**config.mk**
```make
export PLATFORM = sky130hd
export DESIGN_NAME = alu_result_tx
export DESIGN_NICKNAME = d
export VERILOG_FILES = /design/src/rtl/alu_result_tx.sv
export SDC_FILE = /design/constraint.sdc
export NUM_CORES = 1
export LEC_CHECK = 0
export CORE_MARGIN = 2
export CORE_UTILIZATION = 42
export CTS_CLUSTER_SIZE = 16
export DETAILED_ROUTE_END_ITERATION = 10
export GPL_ROUTABILITY_DRIVEN = 0
export GPL_TIMING_DRIVEN = 0
export SYNTH_ARGS = -nofsm -noshare
export SYNTH_HDL_FRONTEND = slang
export SYNTH_SLANG_ARGS = --single-unit
```
**constraint.sdc**
```tcl
create_clock -name clk -period 2.23 [get_ports clk]
set_clock_uncertainty 0.15 [all_clocks]
set_input_delay 0.446 -clock clk [delete_from_list [all_inputs] [get_ports clk]]
set_output_delay 0.446 -clock clk [all_outputs]
set_load 0.1 [all_outputs]
```
**src/rtl/alu_result_tx.sv**
```systemverilog
// Serial transmitter for the ALU result path: start, 8 data bits LSB first, carry-out,
// even parity over data+carry, stop. One frame per valid/ready handshake.
module alu_result_tx #(
    parameter int CLKS_PER_BIT = 16
) (
    input  logic       clk,
    input  logic       rst_n,
    input  logic [7:0] result_in,
    input  logic       cout_in,
    input  logic       send,
    output logic       ready,
    output logic       busy,
    output logic       tx,
    output logic       done
);

    localparam int CW = (CLKS_PER_BIT > 1) ? $clog2(CLKS_PER_BIT) : 1;
    localparam logic [CW-1:0] CNT_MAX  = CW'(CLKS_PER_BIT - 1);
    localparam logic [CW-1:0] CNT_ZERO = {CW{1'b0}};
    localparam logic [CW-1:0] CNT_ONE  = CW'(1);

    typedef enum logic [2:0] {
        ST_IDLE   = 3'd0,
        ST_START  = 3'd1,
        ST_DATA   = 3'd2,
        ST_COUT   = 3'd3,
        ST_PARITY = 3'd4,
        ST_STOP   = 3'd5
    } state_t;

    // Even parity: the returned bit makes the total count of ones even.
    function automatic logic even_parity9(input logic [8:0] payload);
        return ^payload;
    endfunction

    state_t          state_q, state_d;
    logic [CW-1:0]   cnt_q, cnt_d;
    logic [2:0]      idx_q, idx_d;
    logic [8:0]      shreg_q, shreg_d;
    logic            parity_q, parity_d;
    logic            tx_q, tx_d;
    logic            ready_q, ready_d;
    logic            busy_q, busy_d;
    logic            done_q, done_d;
    logic            bit_end_s;

    // Next-state, shift datapath and the values the output flops take at the next edge
    always_comb begin
        state_d   = state_q;
        cnt_d     = cnt_q;
        idx_d     = idx_q;
        shreg_d   = shreg_q;
        parity_d  = parity_q;
        tx_d      = tx_q;
        ready_d   = ready_q;
        done_d    = 1'b0;
        bit_end_s = (cnt_q == CNT_MAX);

        if ((state_q == ST_IDLE) || bit_end_s) begin
            cnt_d = CNT_ZERO;
        end else begin
            cnt_d = cnt_q + CNT_ONE;
        end

        // tx is computed for the state being entered so the flop leads nothing and lags nothing
        case (state_q)
            ST_IDLE: begin
                tx_d    = 1'b1;
                ready_d = 1'b1;
                idx_d   = 3'd0;
                if (send && ready_q) begin
                    shreg_d  = {cout_in, result_in};
                    parity_d = even_parity9({cout_in, result_in});
                    state_d  = ST_START;
                    tx_d     = 1'b0;
                    ready_d  = 1'b0;
                end else begin
                    state_d  = ST_IDLE;
                end
            end
            ST_START: begin
                if (bit_end_s) begin
                    state_d = ST_DATA;
                    idx_d   = 3'd0;
                    tx_d    = shreg_q[0];
                end else begin
                    tx_d    = 1'b0;
                end
            end
            ST_DATA: begin
                if (bit_end_s) begin
                    // After the eighth shift the carry-out sits in bit 0
                    shreg_d = {1'b0, shreg_q[8:1]};
                    tx_d    = shreg_q[1];
                    if (idx_q == 3'd7) begin
                        state_d = ST_COUT;
                        idx_d   = 3'd0;
                    end else begin
                        idx_d   = idx_q + 3'd1;
                    end
                end else begin
                    tx_d = shreg_q[0];
                end
            end
            ST_COUT: begin
                if (bit_end_s) begin
                    state_d = ST_PARITY;
                    tx_d    = parity_q;
                end else begin
                    tx_d    = shreg_q[0];
                end
            end
            ST_PARITY: begin
                if (bit_end_s) begin
                    state_d = ST_STOP;
                    tx_d    = 1'b1;
                end else begin
                    tx_d    = parity_q;
                end
            end
            ST_STOP: begin
                tx_d = 1'b1;
                if (bit_end_s) begin
                    state_d = ST_IDLE;
                    ready_d = 1'b1;
                    done_d  = 1'b1;
                end else begin
                    state_d = ST_STOP;
                end
            end
            default: begin
                state_d = ST_IDLE;
                tx_d    = 1'b1;
                ready_d = 1'b1;
            end
        endcase

        busy_d = ~ready_d;
    end

    // State, datapath and output registers
    always_ff @(posedge clk or negedge rst_n) begin
        if (!rst_n) begin
            state_q  <= ST_IDLE;
            cnt_q    <= CNT_ZERO;
            idx_q    <= 3'd0;
            shreg_q  <= 9'd0;
            parity_q <= 1'b0;
            tx_q     <= 1'b1;
            ready_q  <= 1'b1;
            busy_q   <= 1'b0;
            done_q   <= 1'b0;
        end else begin
            state_q  <= state_d;
            cnt_q    <= cnt_d;
            idx_q    <= idx_d;
            shreg_q  <= shreg_d;
            parity_q <= parity_d;
            tx_q     <= tx_d;
            ready_q  <= ready_d;
            busy_q   <= busy_d;
            done_q   <= done_d;
        end
    end

    assign tx    = tx_q;
    assign ready = ready_q;
    assign busy  = busy_q;
    assign done  = done_q;

endmodule

```
==> results.json <==
{
  "p_int_w": 0.000571,
  "cts-htree-levels": 1,
  "ys_types": 38,
  "insertion_delay_ns": 0.31,
  "slew_viol_final": 0,
  "drive_gt1_frac": 0.170,
  "max_stage_delay_ns": 0.85,
  "crit_arrival_ns": 1.51,
  "tightest_slew_ns": 1.05,
  "place_inst": 168,
  "crit_fanout": 1,
  "syn_inst": 122,
  "grt_pass1_wl_um": 4340,
  "path_buf_inv": 1,
  "cts.path.max_buffers": 2,
  "die_w_um": 58.6,
  "critPathTopFamily": "buffers and inverters",
  "post_cts_buffers": 0,
  "vias": 913,
  "seq_area_frac_synth": 0.482,
  "power_w": 0.000721,
  "cts_tree": "done",
  "nets": 157,
  "cts_hold_buf": 0,
  "clockRootBuffer": "clkbuf_4",
  "synth_area_per_cell_um2": 10.3,
  "dieHeight_um": 58.6,
  "relSlewSlack": 0.297,
  "synth_seq_cells": 24,
  "cp_slowest_cell": "dlygate4sd2_1",
  "synth_nets": 137,
  "pwr-share-comb": 0.082,
  "io_pins": 16,
  "dp_hpwl_um": 1730,
  "violations": "design-rule violations",
  "max_freq_ghz": 0.475,
  "fin_cells": 172,
  "outcome": "finished with violations",
  "power.share.clock": 0.314,
  "switching_share": 0.208,
  "min_period_ns": 2.10,
  "area_growth_pct": 18.0,
  "fillCellCount": 264,
  "clk_pin_slew_ns": 0.12,
  "path_class": "reg -> out",
  "p_seq_frac": 0.603,
  "startpoint": "busy",
  "via_per_inst": 5.31,
  "ir_drop_mv": 0.305,
  "endpoint_kind": "output port",
  "p_sw_w": 0.000150,
  "antenna_found_initial": 0,
  "rows": 19,
  "core_um2": 2810,
  "leakage_nw": 0.642,
  "drt-pass1-iter-count": 7,
  "port_buffers": 15,
  "path_cells": "dlygate4sd2_1",
  "setup_viol": 0,
  "initial_core_util": 0.446,
  "hp-start": "cnt_q[0]",
  "crit_path_start_kind": "flip-flop",
  "drc": 1,
  "drtAntennaViolNets": 0,
  "grt_pass1_vias": 969,
  "antenna_cells": 0,
  "track_usage": 0.166,
  "wl_per_cell_um": 13.7,
  "wl_um": 2360,
  "drv_cap": 0,
  "yosys_warnings": 0,
  "grt_max_degree": 25,
  "drt-initial-drc-count": 27,
  "synthesis.area_um2": 1250,
  "powerDensity_nw_per_um2": 489,
  "cts_num_sinks": 24,
  "r2r_start": "state_q[2]",
  "rsz0062_at_grt": "false",
  "overflow": 0,
  "finalHoldViolations": 0,
  "crit_required_ns": 1.63,
  "finalCritPeriodShare": 0.943,
  "hold_class": "reg -> reg",
  "cts_buffers": 3,
  "dieArea_um2": 3430
}
-- kinds of logic after synthesis --
family / after synthesis / synth area share
buffers and inverters: 17 / 0.0590
flip-flops: 24 / 0.482
AND/OR/NAND/NOR: 28 / 0.122
XOR/XNOR: 9 / 0.0740
adder cells (fa/ha/maj): 3 / 0.0300
multiplexers: 3 / 0.0250
AO/OA/AOI/OAI: 38 / 0.208
-- through the flow --
| stage | cell area, µm² | hold slack [ns] | worst slack [ns] | util | setup TNS [ns] |
|---|---|---|---|---|---|
| 2_1_floorplan | 1250 | 0.000409 | 0.349 | - | 0 |
| 3_3_place_gp | 1440 | 0.343 | -0.0367 | 0.513 | -0.0367 |
| 3_5_place_dp | 1440 | 0.341 | -0.0463 | 0.513 | -0.0463 |
| 4_1_cts | 1480 | 0.360 | 0.105 | 0.526 | 0 |
| 5_1_grt | 1480 | 0.373 | 0.0309 | 0.526 | 0 |
| 6_report | 1480 | 0.351 | 0.126 | 0.526 | 0 |
-- layout make-up --
cell class              instances  area (µm²)  share of cell area
plain buffers                   7        36.3              0.0246
clock buffers                   4        36.3              0.0246
inverters                      10        37.5              0.0254
multi-input cells              81         574               0.389
flip-flops and latches         24         603               0.408
well taps                      31        38.8              0.0263
repair buffers                 15         150               0.102
-- synth_stat cells --
library cell  number  area (µm²)
xnor3_1            1        22.5
nor2_1             4        15.0
o22ai_1            9        56.3
mux2_2             1        11.3
o21a_1             1        7.51
ha_1               3        37.5
nand3_1            2        10.0
a22oi_1            1        7.51
a21o_1             2        15.0
dfstp_2            2        52.6
o311ai_0           1        8.76
o21ai_1            1        5.00
a21oi_1            4        20.0
inv_1             10        37.5
clkbuf_1           4        15.0
nand2b_2           1        8.76
buf_6              1        11.3
o31ai_1            1        7.51
or3_1              1        6.26
nor3b_1            1        7.51
xor2_1             3        26.3
nor3_2             1        10.0
nor2b_1            1        6.26
nor3_1             3        15.0
dfrtp_1           22         551
nand3_2            1        10.0
xnor2_1            5        43.8
buf_2              2        10.0
nand2_1            9        33.8
o21ai_0            6        30.0
a22o_1             3        26.3
and3_1             1        6.26
nand2b_1           1        6.26
mux2i_1            2        20.0
and2_4             1        8.76
nand4b_1           1        8.76
a31oi_1            1        6.26
a21oi_2            8        70.1
-- layer usage --
layer	global-route usage	wire, µm
met1	0.213	1130
met4	0.0682	42
met2	0.279	1130
met3	0.0286	63
met5	0	0
-- flip-flops by register name (all words and copies together), names as in the netlist --
name      flops
done          1
parity_q      1
state_q       3
shreg_q       9
busy          1
idx_q         3
cnt_q         4
tx            1
ready         1
-- layout by cell type, fill, tap and decap left out, types with 2 or more instances in the layout --
cell type / n
dfrtp_1: 22
clkbuf_1: 4
nor3_1: 3
a21oi_2: 8
inv_1: 10
a21oi_1: 4
o22ai_1: 9
dlygate4sd2_1: 2
xor2_1: 3
a22o_1: 3
ha_1: 3
buf_2: 2
a21o_1: 2
o21ai_0: 6
xnor2_1: 5
clkbuf_4: 3
mux2i_1: 2
nor2_1: 4
clkdlybuf4s50_1: 11
clkdlybuf4s15_2: 2
nand3_1: 2
dfstp_2: 2
nand2_1: 9
-- power by group through the flow --
stage | logic [W] | clock network, W | registers (W)
floorplan | 0.0000266 | 0 | 0.000444
finish | 0.0000593 | 0.000227 | 0.000435
detailed placement | 0.0000598 | 0 | 0.000444
CTS | 0.0000600 | 0.000236 | 0.000435
global placement | 0.0000598 | 0 | 0.000444
global route | 0.0000649 | 0.000258 | 0.000436
-- final timing paths --
kind                               to  slack [ns]  depth (start not counted)
max                              busy        0.13                          1
min                          cnt_q[0]        0.35                          1
max reg2reg                shreg_q[6]        0.19                          6
min reg2reg                  cnt_q[0]        0.35                          1
max in group asynchronous  shreg_q[3]        0.76                          1
min in group asynchronous    cnt_q[3]        0.54                          1
-- what timing repair did --
action,CTS,global route
endpoints found under the setup margin,4,0
resized for setup,8,0
endpoints found under the hold margin,0,0
Note: power is estimated with default switching activity, not from simulation.
